**src/rtl/local_inj_ctrl_pkg.sv**
```systemverilog
// Purpose: shared widths, flit field positions and FSM encoding for the local injection controller.
// Latency: n/a (constants and types only).
// Backpressure: n/a.
package local_inj_ctrl_pkg;

  // Flit layout: VALID is the MSB; TIME occupies TIME_WIDTH bits starting at TIME_POS.
  localparam int DATA_WIDTH = 32;
  localparam int VALID_POS  = 31;
  localparam int TIME_WIDTH = 8;
  localparam int TIME_POS   = 23;
  // Timestamps run 0..MAX_TIME-1; MAX_TIME itself is reserved and never issued.
  localparam int MAX_TIME   = 100;

  localparam int INJ_DEPTH     = 4;
  localparam int DEF_STARVE_TH = 16;

  typedef enum logic [1:0] {
    ST_IDLE     = 2'd0,
    ST_OFFER    = 2'd1,
    ST_THROTTLE = 2'd2,
    ST_STARVE   = 2'd3
  } inj_state_e;

endpackage

```
**src/rtl/local_inj_ctrl_fifo.sv**
```systemverilog
// Purpose: circular injection buffer with wrap-bit pointers, head read port and count.
// Latency: a pushed entry is visible at head_dat / count the cycle after the push.
// Backpressure: none internally; the caller must not push when full or pop when empty.
//
// Ports:
//   clk, reset_n       clock, async active-low reset (pointers only)
//   push, wr_dat       write wr_dat at the tail
//   pop                retire the head entry
//   head_dat           current head entry (undefined contents when count==0)
//   count              number of stored entries, 0..DEPTH
module inj_fifo
  import local_inj_ctrl_pkg::*;
#(
  parameter int DW    = DATA_WIDTH,
  parameter int DEPTH = INJ_DEPTH
) (
  input  logic                     clk,
  input  logic                     reset_n,
  input  logic                     push,
  input  logic [DW-1:0]            wr_dat,
  input  logic                     pop,
  output logic [DW-1:0]            head_dat,
  output logic [$clog2(DEPTH):0]   count
);

  localparam int AW = $clog2(DEPTH);

  logic [DW-1:0] mem_q [DEPTH];
  // Extra MSB on each pointer distinguishes full from empty when the indices match.
  logic [AW:0]   wr_ptr_q, wr_ptr_d;
  logic [AW:0]   rd_ptr_q, rd_ptr_d;

  always_comb begin
    wr_ptr_d = wr_ptr_q;
    rd_ptr_d = rd_ptr_q;
    if (push) wr_ptr_d = wr_ptr_q + 1'b1;
    if (pop)  rd_ptr_d = rd_ptr_q + 1'b1;
  end

  always_ff @(posedge clk or negedge reset_n) begin
    if (!reset_n) begin
      wr_ptr_q <= '0;
      rd_ptr_q <= '0;
    end else begin
      wr_ptr_q <= wr_ptr_d;
      rd_ptr_q <= rd_ptr_d;
    end
  end

  // Storage needs no reset: the head is only consumed while count>0.
  always_ff @(posedge clk) begin
    if (push) mem_q[wr_ptr_q[AW-1:0]] <= wr_dat;
  end

  assign head_dat = mem_q[rd_ptr_q[AW-1:0]];
  assign count    = wr_ptr_q - rd_ptr_q;

endmodule

```
**src/rtl/local_inj_ctrl.sv**
```systemverilog
// Purpose: router local-port injection/ejection controller (timestamping, throttle, starvation).
// Latency: a flit pushed into an empty buffer is offered the next cycle; eject path is 1 cycle.
// Backpressure: pe_ready is registered (buffer not full next cycle); ejection has none.
//
// Ports:
//   clk, reset_n        clock, async active-low reset
//   pe_flit/pe_valid    PE injection request, accepted when pe_ready=1
//   pe_ready            buffer can take a flit this cycle
//   inj_flit            head offered to local stage in_4 (zero when nothing offered)
//   inj_grant           local stage accepted inj_flit this cycle
//   throttle            congestion request to hold injection back
//   eject_in            local stage out_4
//   ej_flit/ej_valid    registered ejected flit to the PE
//   starve              head has waited too long and overrides throttle
//   occupancy           buffered flit count
module local_inj_ctrl
  import local_inj_ctrl_pkg::*;
#(
  parameter int DW        = DATA_WIDTH,
  parameter int DEPTH     = INJ_DEPTH,
  parameter int TW        = TIME_WIDTH,
  parameter int STARVE_TH = DEF_STARVE_TH
) (
  input  logic                     clk,
  input  logic                     reset_n,
  input  logic [DW-1:0]            pe_flit,
  input  logic                     pe_valid,
  output logic                     pe_ready,
  output logic [DW-1:0]            inj_flit,
  input  logic                     inj_grant,
  input  logic                     throttle,
  input  logic [DW-1:0]            eject_in,
  output logic [DW-1:0]            ej_flit,
  output logic                     ej_valid,
  output logic                     starve,
  output logic [$clog2(DEPTH):0]   occupancy
);

  localparam int CW = $clog2(DEPTH) + 1;
  localparam int WW = $clog2(STARVE_TH + 1);
  localparam logic [TW-1:0] TS_LAST  = TW'(MAX_TIME - 1);
  localparam logic [WW-1:0] WAIT_SAT = WW'(STARVE_TH);

  inj_state_e    state_q, state_d;
  logic [TW-1:0] ts_q, ts_d;
  logic [WW-1:0] wait_q, wait_d, wait_inc;
  logic          pe_ready_q, pe_ready_d;
  logic          starve_q, starve_d;
  logic [DW-1:0] ej_flit_q, ej_flit_d;
  logic          ej_valid_q, ej_valid_d;

  logic          push, pop, offer;
  logic [DW-1:0] wr_flit, head_dat;
  logic [CW-1:0] count, count_nxt;

  inj_fifo #(.DW(DW), .DEPTH(DEPTH)) u_fifo (
    .clk      (clk),
    .reset_n  (reset_n),
    .push     (push),
    .wr_dat   (wr_flit),
    .pop      (pop),
    .head_dat (head_dat),
    .count    (count)
  );

  // Stored flits always carry VALID=1 and the enqueue-cycle timestamp.
  always_comb begin
    wr_flit = pe_flit;
    wr_flit[VALID_POS] = 1'b1;
    wr_flit[TIME_POS +: TW] = ts_q;
  end

  // Offer depends only on registered state, so inj_grant never feeds back into inj_flit.
  assign offer    = (state_q == ST_OFFER) || (state_q == ST_STARVE);
  assign inj_flit = offer ? head_dat : '0;
  assign push     = pe_valid & pe_ready_q;
  assign pop      = inj_grant & inj_flit[VALID_POS];

  assign count_nxt = count + CW'(push) - CW'(pop);
  assign wait_inc  = (wait_q == WAIT_SAT) ? wait_q : wait_q + 1'b1;

  always_comb begin
    ts_d = (ts_q == TS_LAST) ? '0 : ts_q + 1'b1;
  end

  // Injection FSM. The wait counter measures how long the current head has been
  // queued without a grant; it restarts at 0 whenever a new flit becomes head.
  always_comb begin
    state_d = state_q;
    wait_d  = wait_q;
    unique case (state_q)
      ST_IDLE: begin
        wait_d = '0;
        if (count_nxt != '0) state_d = throttle ? ST_THROTTLE : ST_OFFER;
      end
      ST_OFFER: begin
        if (pop) begin
          wait_d = '0;
          if (count_nxt == '0) state_d = ST_IDLE;
          else                 state_d = throttle ? ST_THROTTLE : ST_OFFER;
        end else begin
          wait_d = wait_inc;
          if (wait_inc >= WAIT_SAT) state_d = ST_STARVE;
          else if (throttle)        state_d = ST_THROTTLE;
        end
      end
      ST_THROTTLE: begin
        wait_d = wait_inc;
        if (wait_inc >= WAIT_SAT) state_d = ST_STARVE;
        else if (!throttle)       state_d = ST_OFFER;
      end
      ST_STARVE: begin
        wait_d = wait_inc;
        if (pop) begin
          wait_d = '0;
          if (count_nxt == '0) state_d = ST_IDLE;
          else                 state_d = throttle ? ST_THROTTLE : ST_OFFER;
        end
      end
      default: begin
        state_d = ST_IDLE;
        wait_d  = '0;
      end
    endcase
  end

  // Ready looks at next-cycle occupancy so a full buffer can never be pushed.
  always_comb begin
    pe_ready_d = (count_nxt < CW'(DEPTH));
    starve_d   = (state_d == ST_STARVE);
    ej_valid_d = eject_in[VALID_POS];
    ej_flit_d  = eject_in[VALID_POS] ? eject_in : '0;
  end

  always_ff @(posedge clk or negedge reset_n) begin
    if (!reset_n) begin
      state_q    <= ST_IDLE;
      ts_q       <= '0;
      wait_q     <= '0;
      pe_ready_q <= 1'b0;
      starve_q   <= 1'b0;
      ej_flit_q  <= '0;
      ej_valid_q <= 1'b0;
    end else begin
      state_q    <= state_d;
      ts_q       <= ts_d;
      wait_q     <= wait_d;
      pe_ready_q <= pe_ready_d;
      starve_q   <= starve_d;
      ej_flit_q  <= ej_flit_d;
      ej_valid_q <= ej_valid_d;
    end
  end

  assign pe_ready  = pe_ready_q;
  assign starve    = starve_q;
  assign ej_flit   = ej_flit_q;
  assign ej_valid  = ej_valid_q;
  assign occupancy = count;

endmodule
```
**config.mk**
```make
export PLATFORM = sky130hd
export DESIGN_NAME = local_inj_ctrl
export DESIGN_NICKNAME = d
export VERILOG_FILES = /design/src/rtl/local_inj_ctrl_pkg.sv /design/src/rtl/local_inj_ctrl_fifo.sv /design/src/rtl/local_inj_ctrl.sv
export SDC_FILE = /design/constraint.sdc
export NUM_CORES = 1
export LEC_CHECK = 0
export ABC_AREA = 1
export BUFFER_PORTS_ARGS = -buffer_cell sky130_fd_sc_hd__buf_2
export CAP_MARGIN = 20
export CORE_AREA = 2 2 106 160
export DETAILED_ROUTE_END_ITERATION = 8
export DIE_AREA = 0 0 108 162
export GPL_ROUTABILITY_DRIVEN = 1
export PLACE_DENSITY = 0.66
export SLEW_MARGIN = 0
export SYNTH_ARGS = -nofsm -noshare
export SYNTH_HDL_FRONTEND = slang
export SYNTH_SLANG_ARGS = --single-unit
```
**constraint.sdc**
```tcl
create_clock -name clk -period 3.9 [get_ports clk]
set_clock_uncertainty 0.2 [all_clocks]
set_input_delay 0.39 -clock clk [delete_from_list [all_inputs] [get_ports clk]]
set_output_delay 0.39 -clock clk [all_outputs]
set_load 0.05 [all_outputs]
```
==> out/metrics.csv <==
stage,metric,value,unit
power_and_ir_drop,sw frac,0.443,
synth,Post-synth EDFFs,124,
outcome,status,completed,
run,Max Cap Violations,0,
timing,"Slew Viols, Final",0,
route,TritonRoute pass-1 iters,5,
worst_setup_path,Crit. End Element,output port,
finish,final net count,876,
route,vias per cell,4.88,
timing,setup TNS,0,ns
timing,worst hold slack,0.0434,ns
worst_setup_path,crit path kind,reg2out,
synth,top-count cell post-synth,nor2_1,
timing,Max-Slew Margin vs Limit,0.278,
power_and_ir_drop,clock group share of total power,0.230,
die,IO Pins,139,
power_and_ir_drop,PD cells,769,nW/um^2
worst_setup_path,CP required,3.31,ns
power_and_ir_drop,VDD IR max,421,uV
power_and_ir_drop,power share of the combinational group,0.423,
finish,filler cell count,1298,
clock_network,Clock Pin Slew Worst Setup and Hold Paths,0.07,ns
synth,Unique masters post-synth,25,
finish,Multi-input gate area,1650,sq um
placement,placed cell area,7960,sq um
synth,Commonest cells post-synth,"142 x nor2_1, 124 x edfxtp_1, 62 x inv_1",
synth,Synth area leader,edfxtp_1,
timing,RSZ-0062 raised after global routing,false,
synth,"Cell Area, Synth",7120,sq um
clock_network,clk_lat worst skew,0.42,ns
global_routing,vias in the first global route,5150,
die,Die X-Extent,108,microns
placement,pre-CTS setup slack,1.08,ns
timing,Worst Tran Pin Value,1.08,ns
clock_network,Root Driver,clkbuf_16,
global_routing,initial antenna violation count,0,
clock_network,CTS tree,yes,
synth,"Seq/Total Area, Yosys",0.716,
timing,final hold violation count,0,
die,row count,57,
worst_setup_path,Crit path arrival time,2.63,ns
route,1st-iter DRT viols,250,
worst_setup_path,worst reg2reg path depth,9,
route,Routed WL,15300,microns
route,Vias,4941,
synth,"FF+latch count, synth",179,
synth,Cells after Synth,609,
finish,Finished Cell Area,9100,sq um
route,WL/cell,15.2,microns
global_routing,largest net degree at the start of global routing,52,
finish,Reg area,5100,sq um
synth,Synth Net Count,691,
timing,Final Setup Violations,0,
timing,fmax,310,MHz
finish,area delta synth->final,27.9,%
finish,share of cells above drive strength 1,0.226,
placement,hpwl dp,9310,microns
worst_setup_path,CP Launch Type,register,
min_path,worst hold path type,in2reg,
route,ANT nets after route,0,
synth,Synth Flop Type,edfxtp_1,
synth,asr flop ratio synth,0.307,
route,detailed-route DRC error count,0,
timing,Tmin final,3.22,ns
synth,Area contributors post-synth,"edfxtp_1 52%, dfrtp_1 19%, nor2_1 7.5%, o21ai_1 3.5%, inv_1 3.3%",
power_and_ir_drop,P_leak,4.01,nW
global_routing,All-Layer GR Usage,0.185,
power_and_ir_drop,Seq pwr share,0.346,
die,die area,17500,sq um
die,Core ar.,16000,sq um
global_routing,grt ovf,0,
die,Starting Density,0.444,
global_routing,global-route wire length before repair,24700,microns
synth,syn_area_per_cell,11.7,sq um
timing,final worst slack,0.677,ns
synth,Synth Warn #,0,
power_and_ir_drop,Psw,0.00310,W
finish,diode count,0,
power_and_ir_drop,Pint,0.00390,W
clock_network,CTS Buffer Depth,2,
clock_network,Num Clock Sinks,179,
min_path,hold path depth,3,
placement,I/O Buffers,129,
die,Die Y,162,microns
placement,GP Congestion,0.718,
clock_network,TritonCTS buffer count,17,
synth,top cell type's share of synthesized area,0.523,
worst_setup_path,CP Max Fanout,51,
clock_network,H-tree levels,4,
timing,fin crit share,0.826,
state kept, by name (all words and copies together) (netlist names):
name	count
ej_flit	32
pe_ready	1
starve	1
state_q	2
ts_q	8
u_fifo.mem_q	124
u_fifo.rd_ptr_q	3
u_fifo.wr_ptr_q	3
wait_q	5
worst max-delay path, stage by stage, from the launching register on:
cell and delay, ns:
dfrtp_2 0.57, inv_2 0.69, buf_4 0.33, o21ai_1 0.09, a21oi_1 0.21, buf_2 0.31
per-stage QoR:
stage               total power (W)   util  instances
floorplan                   0.00469      -        609
CTS                         0.00707  0.566       1011
finish                      0.00700  0.567       1012
detailed placement          0.00541  0.496        924
global placement            0.00533  0.496        924
global route                0.00741  0.567       1012
cell families after synthesis:
| kind of cell | share of synthesized area |
|---|---|
| compound gates | 0.0705 |
| xor+xnor | 0.0123 |
| fa+ha+maj | 0.0250 |
| buf+inv | 0.0555 |
| flops | 0.716 |
| simple gates | 0.120 |
area by class of cell:
| cell class | count | area share |
|---|---|---|
| clock inverter | 14 | 0.0151 |
| multi-input combinational | 337 | 0.182 |
| tap | 206 | 0.0283 |
| clock buffer | 17 | 0.0467 |
| sequential | 179 | 0.560 |
| timing repair buffer | 194 | 0.141 |
| inverter | 65 | 0.0268 |
layout by cell type, fill, tap and decap left out, drive strengths merged:
cell type,netlist,layout
edfxtp,124,124
nand4,3,3
clkbuf,9,17
xor2,8,8
fa,2,2
buf,19,138
xnor2,2,2
nand3,9,9
nor2,144,144
nand3b,2,2
ha,11,11
a21boi,1,1
clkinv,0,3
dlygate4sd3,0,56
dfrtp,55,55
nor3b,1,1
nand2,55,55
inv,65,74
clkinvlp,0,2
a21oi,34,34
nor3,1,1
o21ai,64,64
power groups by stage:
stage | Clock (W) | Sequential (W) | Combinational, W
floorplan | 0 | 0.00251 | 0.00218
global placement | 0 | 0.00245 | 0.00288
detailed placement | 0 | 0.00247 | 0.00294
CTS | 0.00165 | 0.00243 | 0.00300
global route | 0.00172 | 0.00245 | 0.00323
finish | 0.00161 | 0.00242 | 0.00296
per-layer routing:
layer  GRT usage  share of wire  up-vias
met5           0              0        -
met4      0.0659          0.012        0
met3      0.0558          0.072       15
met2       0.338           0.54      176
met1       0.200           0.38     2372
li1            -              -     2378
final timing paths:
| check | startpoint | slack [ns] | to |
|---|---|---|---|
| worst max-delay path | u_fifo.rd_ptr_q[0] | 0.68 | inj_flit[1] |
| worst min-delay path | inj_grant | 0.04 | u_fifo.rd_ptr_q[0] |
| worst max register to register | u_fifo.rd_ptr_q[0] | 1.18 | state_q[1] |
| worst min register to register | u_fifo.wr_ptr_q[2] | 0.30 | u_fifo.wr_ptr_q[2] |
| max in group asynchronous | reset_n | 2.72 | ts_q[6] |
| min in group asynchronous | reset_n | 0.13 | ej_flit[13] |
timing repair:
action / 4_1_cts / 5_1_grt
hold buffers: 56 / 0
gates resized for setup: 0 / 0
endpoints found under the hold margin: 168 / 0
buffers inserted: 0 / 0
Power figures use the tool's default switching activity.
